**config.mk**
```make
export PLATFORM = sky130hd
export DESIGN_NAME = gpio2_melody_seq_flat
export DESIGN_NICKNAME = d
export VERILOG_FILES = /design/src/rtl/gpio2_melody_seq_if.sv /design/src/rtl/gpio2_melody_seq.sv /design/src/flat_wrapper.sv
export SDC_FILE = /design/constraint.sdc
export NUM_CORES = 1
export LEC_CHECK = 0
export ABC_AREA = 0
export BUFFER_PORTS_ARGS = -buffer_cell sky130_fd_sc_hd__buf_2
export CORE_MARGIN = 3
export CORE_UTILIZATION = 58
export CTS_BUF_LIST = sky130_fd_sc_hd__clkbuf_4 sky130_fd_sc_hd__clkbuf_8
export DETAILED_ROUTE_END_ITERATION = 10
export PLACE_DENSITY = 0.78
export RECOVER_POWER = 100
export SYNTH_ARGS = -nofsm -noshare
export SYNTH_HDL_FRONTEND = slang
export SYNTH_SLANG_ARGS = --single-unit
```
**constraint.sdc**
```tcl
create_clock -name clk -period 3.85 [get_ports clk]
set_input_delay 0.9625 -clock clk [delete_from_list [all_inputs] [get_ports clk]]
set_output_delay 0.9625 -clock clk [all_outputs]
set_load 0.05 [all_outputs]
```
**src/rtl/gpio2_melody_seq_if.sv**
```systemverilog
// Bus bundle for the gpio2 melody sequencer: note-table write port,
// playback controls and the buzzer-facing status outputs.
interface gpio2_melody_seq_if #(
  parameter int ADDR_W = 4
);
  logic              wr_en;
  logic [ADDR_W-1:0] wr_addr;
  logic [31:0]       wr_data;
  logic              start;
  logic              stop;
  logic              loop;
  logic [31:0]       buzz_ctrl;
  logic              busy;
  logic [ADDR_W-1:0] cur_addr;
  logic              done;

  modport master (
    output wr_en, wr_addr, wr_data, start, stop, loop,
    input  buzz_ctrl, busy, cur_addr, done
  );

  modport slave (
    input  wr_en, wr_addr, wr_data, start, stop, loop,
    output buzz_ctrl, busy, cur_addr, done
  );
endinterface

```
**src/rtl/gpio2_melody_seq.sv**
```systemverilog
// Note sequencer driving the gpio2 buzzer control word. Walks a CPU-loaded
// table of (duration, half-period) entries, holding each note for its
// duration and inserting a silent gap between notes.
module gpio2_melody_seq #(
  parameter int ADDR_W      = 4,
  parameter int TICK_CYCLES = 33000,
  parameter int GAP_TICKS   = 10
) (
  input  logic               clk,
  input  logic               resetn,
  gpio2_melody_seq_if.slave  bus
);
  localparam int DEPTH    = 2 ** ADDR_W;
  localparam int PRE_W    = (TICK_CYCLES > 1) ? $clog2(TICK_CYCLES) : 1;
  localparam int GAP_W    = (GAP_TICKS > 0) ? $clog2(GAP_TICKS + 1) : 1;
  localparam bit HAS_GAP  = (GAP_TICKS > 0);

  typedef enum logic [2:0] {S_IDLE, S_FETCH, S_LOAD, S_PLAY, S_GAP} state_t;

  state_t            state_q;
  logic [ADDR_W-1:0] cur_addr_q;
  logic [31:0]       buzz_q;
  logic              done_q;
  logic [PRE_W-1:0]  pre_q;
  logic [11:0]       dur_cnt_q;
  logic [GAP_W-1:0]  gap_cnt_q;

  logic [31:0]       mem_q [DEPTH];
  logic [31:0]       rd_q;

  logic [11:0]       ent_dur;
  logic [19:0]       ent_hp;
  logic              tick_end;
  logic              last_addr;
  logic              end_restart;
  state_t            fin_state_d;
  logic [ADDR_W-1:0] fin_addr_d;
  logic              fin_done_d;

  assign ent_dur   = rd_q[31:20];
  assign ent_hp    = rd_q[19:0];
  assign tick_end  = (pre_q == PRE_W'(TICK_CYCLES - 1));
  assign last_addr = (cur_addr_q == ADDR_W'(DEPTH - 1));
  // A marker sitting at entry 0 means an empty song; looping it would spin forever.
  assign end_restart = bus.loop && !(state_q == S_LOAD && cur_addr_q == '0);

  // Table RAM: read-first, so a write to the address being fetched returns old data.
  always_ff @(posedge clk) begin
    if (bus.wr_en) mem_q[bus.wr_addr] <= bus.wr_data;
    if (state_q == S_FETCH) rd_q <= mem_q[cur_addr_q];
  end

  // Where to go once a note (or end marker) is finished: advance, restart or stop.
  always_comb begin
    fin_state_d = S_IDLE;
    fin_addr_d  = cur_addr_q;
    fin_done_d  = 1'b1;
    if (state_q != S_LOAD && !last_addr) begin
      fin_state_d = S_FETCH;
      fin_addr_d  = cur_addr_q + 1'b1;
      fin_done_d  = 1'b0;
    end else if (end_restart) begin
      fin_state_d = S_FETCH;
      fin_addr_d  = '0;
      fin_done_d  = 1'b0;
    end
  end

  // Playback FSM with registered buzzer word, address and done pulse.
  always_ff @(posedge clk) begin
    if (!resetn) begin
      state_q    <= S_IDLE;
      cur_addr_q <= '0;
      buzz_q     <= '0;
      done_q     <= 1'b0;
      pre_q      <= '0;
      dur_cnt_q  <= '0;
      gap_cnt_q  <= '0;
    end else begin
      done_q <= 1'b0;
      if (bus.stop) begin
        state_q <= S_IDLE;
        buzz_q  <= '0;
      end else begin
        case (state_q)
          S_IDLE: begin
            if (bus.start) begin
              cur_addr_q <= '0;
              state_q    <= S_FETCH;
            end
          end
          S_FETCH: state_q <= S_LOAD;
          S_LOAD: begin
            if (ent_dur == 12'd0) begin
              state_q    <= fin_state_d;
              cur_addr_q <= fin_addr_d;
              done_q     <= fin_done_d;
            end else begin
              buzz_q    <= {(ent_hp != 20'd0), 11'b0, ent_hp};
              pre_q     <= '0;
              dur_cnt_q <= ent_dur;
              state_q   <= S_PLAY;
            end
          end
          S_PLAY: begin
            if (tick_end) begin
              pre_q     <= '0;
              dur_cnt_q <= dur_cnt_q - 12'd1;
              if (dur_cnt_q == 12'd1) begin
                buzz_q <= '0;
                if (HAS_GAP) begin
                  gap_cnt_q <= GAP_W'(GAP_TICKS);
                  state_q   <= S_GAP;
                end else begin
                  state_q    <= fin_state_d;
                  cur_addr_q <= fin_addr_d;
                  done_q     <= fin_done_d;
                end
              end
            end else begin
              pre_q <= pre_q + 1'b1;
            end
          end
          S_GAP: begin
            if (tick_end) begin
              pre_q     <= '0;
              gap_cnt_q <= gap_cnt_q - 1'b1;
              if (gap_cnt_q == GAP_W'(1)) begin
                state_q    <= fin_state_d;
                cur_addr_q <= fin_addr_d;
                done_q     <= fin_done_d;
              end
            end else begin
              pre_q <= pre_q + 1'b1;
            end
          end
          default: state_q <= S_IDLE;
        endcase
      end
    end
  end

  assign bus.buzz_ctrl = buzz_q;
  assign bus.busy      = (state_q != S_IDLE);
  assign bus.cur_addr  = cur_addr_q;
  assign bus.done      = done_q;
endmodule
```
**src/flat_wrapper.sv**
```systemverilog
// flat-port wrapper written by rule: the top's interface ports become plain ports
module gpio2_melody_seq_flat 
#(
  parameter int ADDR_W      = 4,
  parameter int TICK_CYCLES = 33000,
  parameter int GAP_TICKS   = 10
)
  (clk, resetn, bus_wr_en, bus_wr_addr, bus_wr_data, bus_start, bus_stop, bus_loop, bus_buzz_ctrl, bus_busy, bus_cur_addr, bus_done);
  gpio2_melody_seq_if #(.ADDR_W(ADDR_W)) bus_i ();
  input  logic clk;
  input  logic resetn;
  input wire logic [$bits(bus_i.wr_en)-1:0] bus_wr_en;
  input wire logic [$bits(bus_i.wr_addr)-1:0] bus_wr_addr;
  input wire logic [$bits(bus_i.wr_data)-1:0] bus_wr_data;
  input wire logic [$bits(bus_i.start)-1:0] bus_start;
  input wire logic [$bits(bus_i.stop)-1:0] bus_stop;
  input wire logic [$bits(bus_i.loop)-1:0] bus_loop;
  output wire logic [$bits(bus_i.buzz_ctrl)-1:0] bus_buzz_ctrl;
  output wire logic [$bits(bus_i.busy)-1:0] bus_busy;
  output wire logic [$bits(bus_i.cur_addr)-1:0] bus_cur_addr;
  output wire logic [$bits(bus_i.done)-1:0] bus_done;
  assign bus_i.wr_en = bus_wr_en;
  assign bus_i.wr_addr = bus_wr_addr;
  assign bus_i.wr_data = bus_wr_data;
  assign bus_i.start = bus_start;
  assign bus_i.stop = bus_stop;
  assign bus_i.loop = bus_loop;
  assign bus_buzz_ctrl = bus_i.buzz_ctrl;
  assign bus_busy = bus_i.busy;
  assign bus_cur_addr = bus_i.cur_addr;
  assign bus_done = bus_i.done;
  gpio2_melody_seq #(.ADDR_W(ADDR_W), .TICK_CYCLES(TICK_CYCLES), .GAP_TICKS(GAP_TICKS)) u_core (.clk(clk), .resetn(resetn), .bus(bus_i));
endmodule
```
Word-level counts from Yosys, hierarchy flattened:

Memories as Yosys holds them, arrays and structs flattened. A register that Yosys moved wholly into a read port is not among the register bits.
Index checks and enable logic that the tools add are counted.

* register bits after elaboration: 72
* RAM bits: 512
* input port bits: 42
* output and inout bits: 38
* word-level logic and storage cells: 90
* memories: 1

Memories
* u_core.mem_q: depth 16, width 32, read ports 1, clocked after Yosys merged registers in 1, wr ports 1, RTL line gpio2_melody_seq.sv:28 `logic [31:0] mem_q [DEPTH];`

* add/subtract/negate cells: 4
* equality and inequality tests: 16
* mux-type cells: 38
* bitwise gates (word level): 2
* reductions and logical operators: 22

Operators by type and width (count)
* two-way mux 32 bit: 3
* one-hot mux 32 bit (2 select lines): 1
* two-way mux 4 bit: 9
* two-way mux 16 bit: 2
* one-hot mux 16 bit (2 select lines): 1
* two-way mux 12 bit: 2
* one-hot mux 12 bit (2 select lines): 1
* two-way mux 3 bit: 7
* nonzero test 20 bit: 1
* adder 16 x 1 -> 16 bit, second input constant: 1
* equality test 16 bit, second input constant: 1
* one-hot mux 3 bit (5 select lines): 1
* equality test 12 x 1 -> 1 bit, second input constant: 1
* zero test 12 bit: 1
* one-hot mux 4 bit (3 select lines): 1
* subtractor 12 x 1 -> 12 bit, second input constant: 1
* AND reduction 5 bit: 2
* two-way mux 1 bit: 8
* != test 2 x 1 -> 1 bit, second input constant: 4
* one-hot mux 4 bit (2 select lines): 1
* AND reduction 4 bit: 2
* equality test 3 x 2 -> 1 bit, second input constant: 2
* != test 2 bit, second input constant: 3
* AND reduction 6 bit: 1
* 17 further kinds: 25

Logic depth before layout (Yosys ltp):

* depth after elaboration: 9
* gate-level depth with buffers: 10
* mapped depth without buffers: 7

Worst setup path before layout:

OpenSTA, ideal clock, no wires.

* kind: input port to flip-flop
* start: input bus_wr_addr[2]
* end: memory u_core.mem_q[0][0] (enable)
* setup time: 0.461 ns
* arrival time: 3.681 ns
* data required time: 3.389 ns
* slack: -0.292 ns
* stages on the path: 2
* path buffers: 0
* cell sequence: or3b_2 nor3_1

RTL lines
* from (decl): RTL line flat_wrapper.sv:13 `input wire logic [$bits(bus_i.wr_addr)-1:0] bus_wr_addr;`
* to (decl): RTL line gpio2_melody_seq.sv:28

Straight into the memory's write port.

Worst setup path after layout:

* start: input bus_wr_addr[3]
* end: memory u_core.mem_q[6][22] (enable)

Straight into the memory's write port.

==> summary.txt <==
Drt
  – Post-DRT Antenna Nets: 0
  – Drt pass-1 iters: 5
  – Initial DRC Count: 1,452
  – Mean routed wirelength per cell: 26.04 um
  – WL final: 49.98 mm
  – Via/cell ratio: 6.318
  – Drt drc: 0
  – Vias: 12,130

Power and ir drop
  – Pleak: 0.008045 uW
  – Psw: 2669 uW
  – Part of the power in registers: 57.6%
  – Overall Power: 12,770 uW
  – Pint: 10,100 uW
  – Sw frac: 20.91%
  – Clock Power Share: 39.5%
  – VDD IR max: 0.3476 mV
  – Logic pwr share: 2.9%
  – PwrDens: 485.7 mW/mm2

Run
  – Maxcap violations: 11

Logic synthesis
  – Synth area leader: edfxtp_1
  – Netlist cell types: 69
  – Top_reg_cell synth: edfxtp_1
  – Post-Synthesis Cells: 1,200
  – Register area share after synthesis: 74.10%
  – Register bit total from synthesis: 605
  – Ys Warns: 0
  – Synth Cell Area: 0.02369 mm2
  – Post-synth EDFFs: 544
  – Share of Yosys cell area claimed by the top area cell type: 68.95%
  – Async S/R FF share, synth: 0%
  – Main area contributors after synthesis: edfxtp_1 (69%), mux4_2 (15%), dfxtp_1 (5.2%), a21oi_1 (0.93%), nand3_1 (0.76%)
  – Avg Synthesized Cell Area: 19.74 um2

Timing
  – Least-Margin Pin Slew: 2.640 ns
  – Final Hold Fails: 0
  – Post-route setup slack: 0.5249 ns
  – Minimum clock period: 3.325 ns
  – Final Slew Violations: 214
  – Final period util: 86.37%
  – Unrepaired setup endpoints after global routing: no
  – Setup tns final: 0 ns
  – Number of setup violations in the final report: 0
  – Max Fclk: 0.3007 GHz
  – Final Skew: 0.01969 ns
  – Relative slew slack: -76.03%

Clock tree
  – CTS sink cnt: 605
  – CTS Buf Count: 93
  – CTS H-tree depth: 3
  – Max clock buf depth: 3
  – Cts hold-fix bufs: 0
  – Post-CTS resize count: 0
  – Root Driver: clkbuf_8
  – Clock slew at reported path FFs: 0.06 ns
  – Post-CTS Setup Inserts: 0
  – Clock Latency Late Sink: 0.64 ns
  – TritonCTS clock tree: done

Placed design
  – Placed inst area: 0.02483 mm2
  – HPWL after DPL: 28.36 mm
  – Pre-CTS WS: 0.8658 ns
  – Port-buffer cells: 68
  – GPL Wtd Cong: 0.8321

Global routing
  – Largest net degree at the start of global routing: 111
  – Initial antenna violation count: 3
  – Gr ovfl total: 0
  – First-pass GRT wire length: 75.84 mm
  – Overall routing resource usage: 23.26%
  – Vias in the first global route: 12,540

Layout
  – Final nets: 1,375
  – Area of the multi-input gates: 0.005768 mm2
  – Fillcell total: 2,605
  – Register area: 0.01756 mm2
  – Layout cell share with drive strength beyond 1: 25.16%
  – Most frequent cells in the layout: edfxtp_1 (544), mux4_2 (160), clkbuf_8 (96)
  – Design area: 0.02629 mm2
  – Area grow syn2layout: 10.96%
  – Most common cell after layout, fill and taps aside: edfxtp_1

Worst hold path
  – Min-Delay Path Class: reg -> reg
  – Depth of the worst hold-timing path: 2

Setup path
  – Worst Path Arrival: 3.51 ns
  – Kind of critical path: in -> reg
  – CP Capture Type: flip-flop
  – Reg2reg path depth: 6
  – Crit-path max FO: 32
  – Startpoint types: primary input
  – Worst Path Required: 4.04 ns

Die
  – Initial core utilization: 59.22%
  – Chip height: 208.1 um
  – Row count: 73
  – Core area: 0.04001 mm2
  – I/O Pins: 80
  – DIE WIDTH: 208.1 um
  – Die area: 0.04331 mm2

Status
  – Failing checks: capacitance limit, slew limit
  – Status: finished, violations left
-- area by class of cell --
class,instances,area share (%)
Sequential cell,605,66.81
Multi-Input combinational cell,517,21.94
Clock buffer,129,5.968
Tap cell,525,2.499
Timing Repair Buffer,98,1.899
Clock inverter,31,0.6996
Inverter,11,0.1571
Antenna cell,3,0.02856
-- layer usage --
metal	part of all wire, %	track usage (%)	vias to the layer above
li1	-	-	5229
met1	39	32.32	6245
met2	50	37.27	553
met3	7.9	5.594	98
met4	2.9	7.463	0
met5	0	0	-
-- per-stage QoR --
stage	hold WS, ns	utilization (%)	std cells
2_1_floorplan	0.4460	-	1210
3_3_place_gp	0.4547	62.07	1756
3_5_place_dp	0.4625	62.07	1756
4_1_cts	0.4686	66.45	1916
5_1_grt	0.4941	65.71	1918
6_report	0.4684	65.71	1919
-- sequential cells by signal, summed over array words and instances (netlist names) --
register              cells
u_core.dur_cnt_q         12
u_core.bus.cur_addr       4
u_core.bus.done           1
u_core.pre_q             16
u_core.mem_q            512
u_core.state_q            3
u_core.bus.buzz_ctrl     21
u_core.rd_q              32
u_core.gap_cnt_q          4
-- kinds of logic (layout without fill, tap and decap cells) --
| group | after synthesis | count (layout) | synth area share, % |
|---|---|---|---|
| other | 1 | 14 | 0.01583 |
| xor gates and xnor gates | 10 | 10 | 0.3697 |
| buffers and inverters | 88 | 269 | 1.722 |
| adders and majority gates | 7 | 7 | 0.3696 |
| muxes | 160 | 160 | 15.21 |
| AOI/OAI and AO/OA | 126 | 126 | 3.422 |
| and+or+nand+nor | 203 | 203 | 4.790 |
| DFF | 605 | 605 | 74.10 |
-- worst paths after layout --
check                                                    startpoint                             endpoint  slack, ns
worst min-delay path               u_core.dur_cnt_q[8]$_SDFFE_PN0P_     u_core.dur_cnt_q[8]$_SDFFE_PN0P_       0.47
worst max register to register  u_core.bus.cur_addr[1]$_SDFFE_PN0P_  u_core.bus.cur_addr[1]$_SDFFE_PN0P_       0.65
worst min register to register     u_core.dur_cnt_q[8]$_SDFFE_PN0P_     u_core.dur_cnt_q[8]$_SDFFE_PN0P_       0.47
worst max-delay path                                 bus_wr_addr[3]        u_core.mem_q[6][22]$_DFFE_PP_       0.52
-- cell usage after synthesis (5+ instances only) --
cell and count:
a21oi_1 44, and3_1 6, buf_1 12, buf_4 12, clkbuf_1 46, dfxtp_1 61
edfxtp_1 544, ha_1 7, inv_1 11, mux4_2 160, nand2_1 26, nand2b_1 5
nand3_1 36, nand3b_1 5, nand4_1 11, nor2_1 44, nor3_1 16, nor4_1 10
o211ai_1 5, o21ai_0 32, o21ai_1 7, or3_1 6, xor2_1 9
-- critical path, stage by stage --
cell and delay, ns:
clkbuf_1 0.10, nand3b_1 0.37, nor2_4 0.18, clkbuf_1 1.88
-- power groups by stage --
stage / clock network (uW) / logic (uW) / registers [uW]
detailed placement: 0 / 393 / 7480
floorplan: 0 / 226 / 7460
CTS: 5120 / 394 / 7340
global placement: 0 / 379 / 7470
global route: 5440 / 408 / 7360
finish: 5050 / 374 / 7350
No activity file was read; power rests on OpenSTA's default activity.
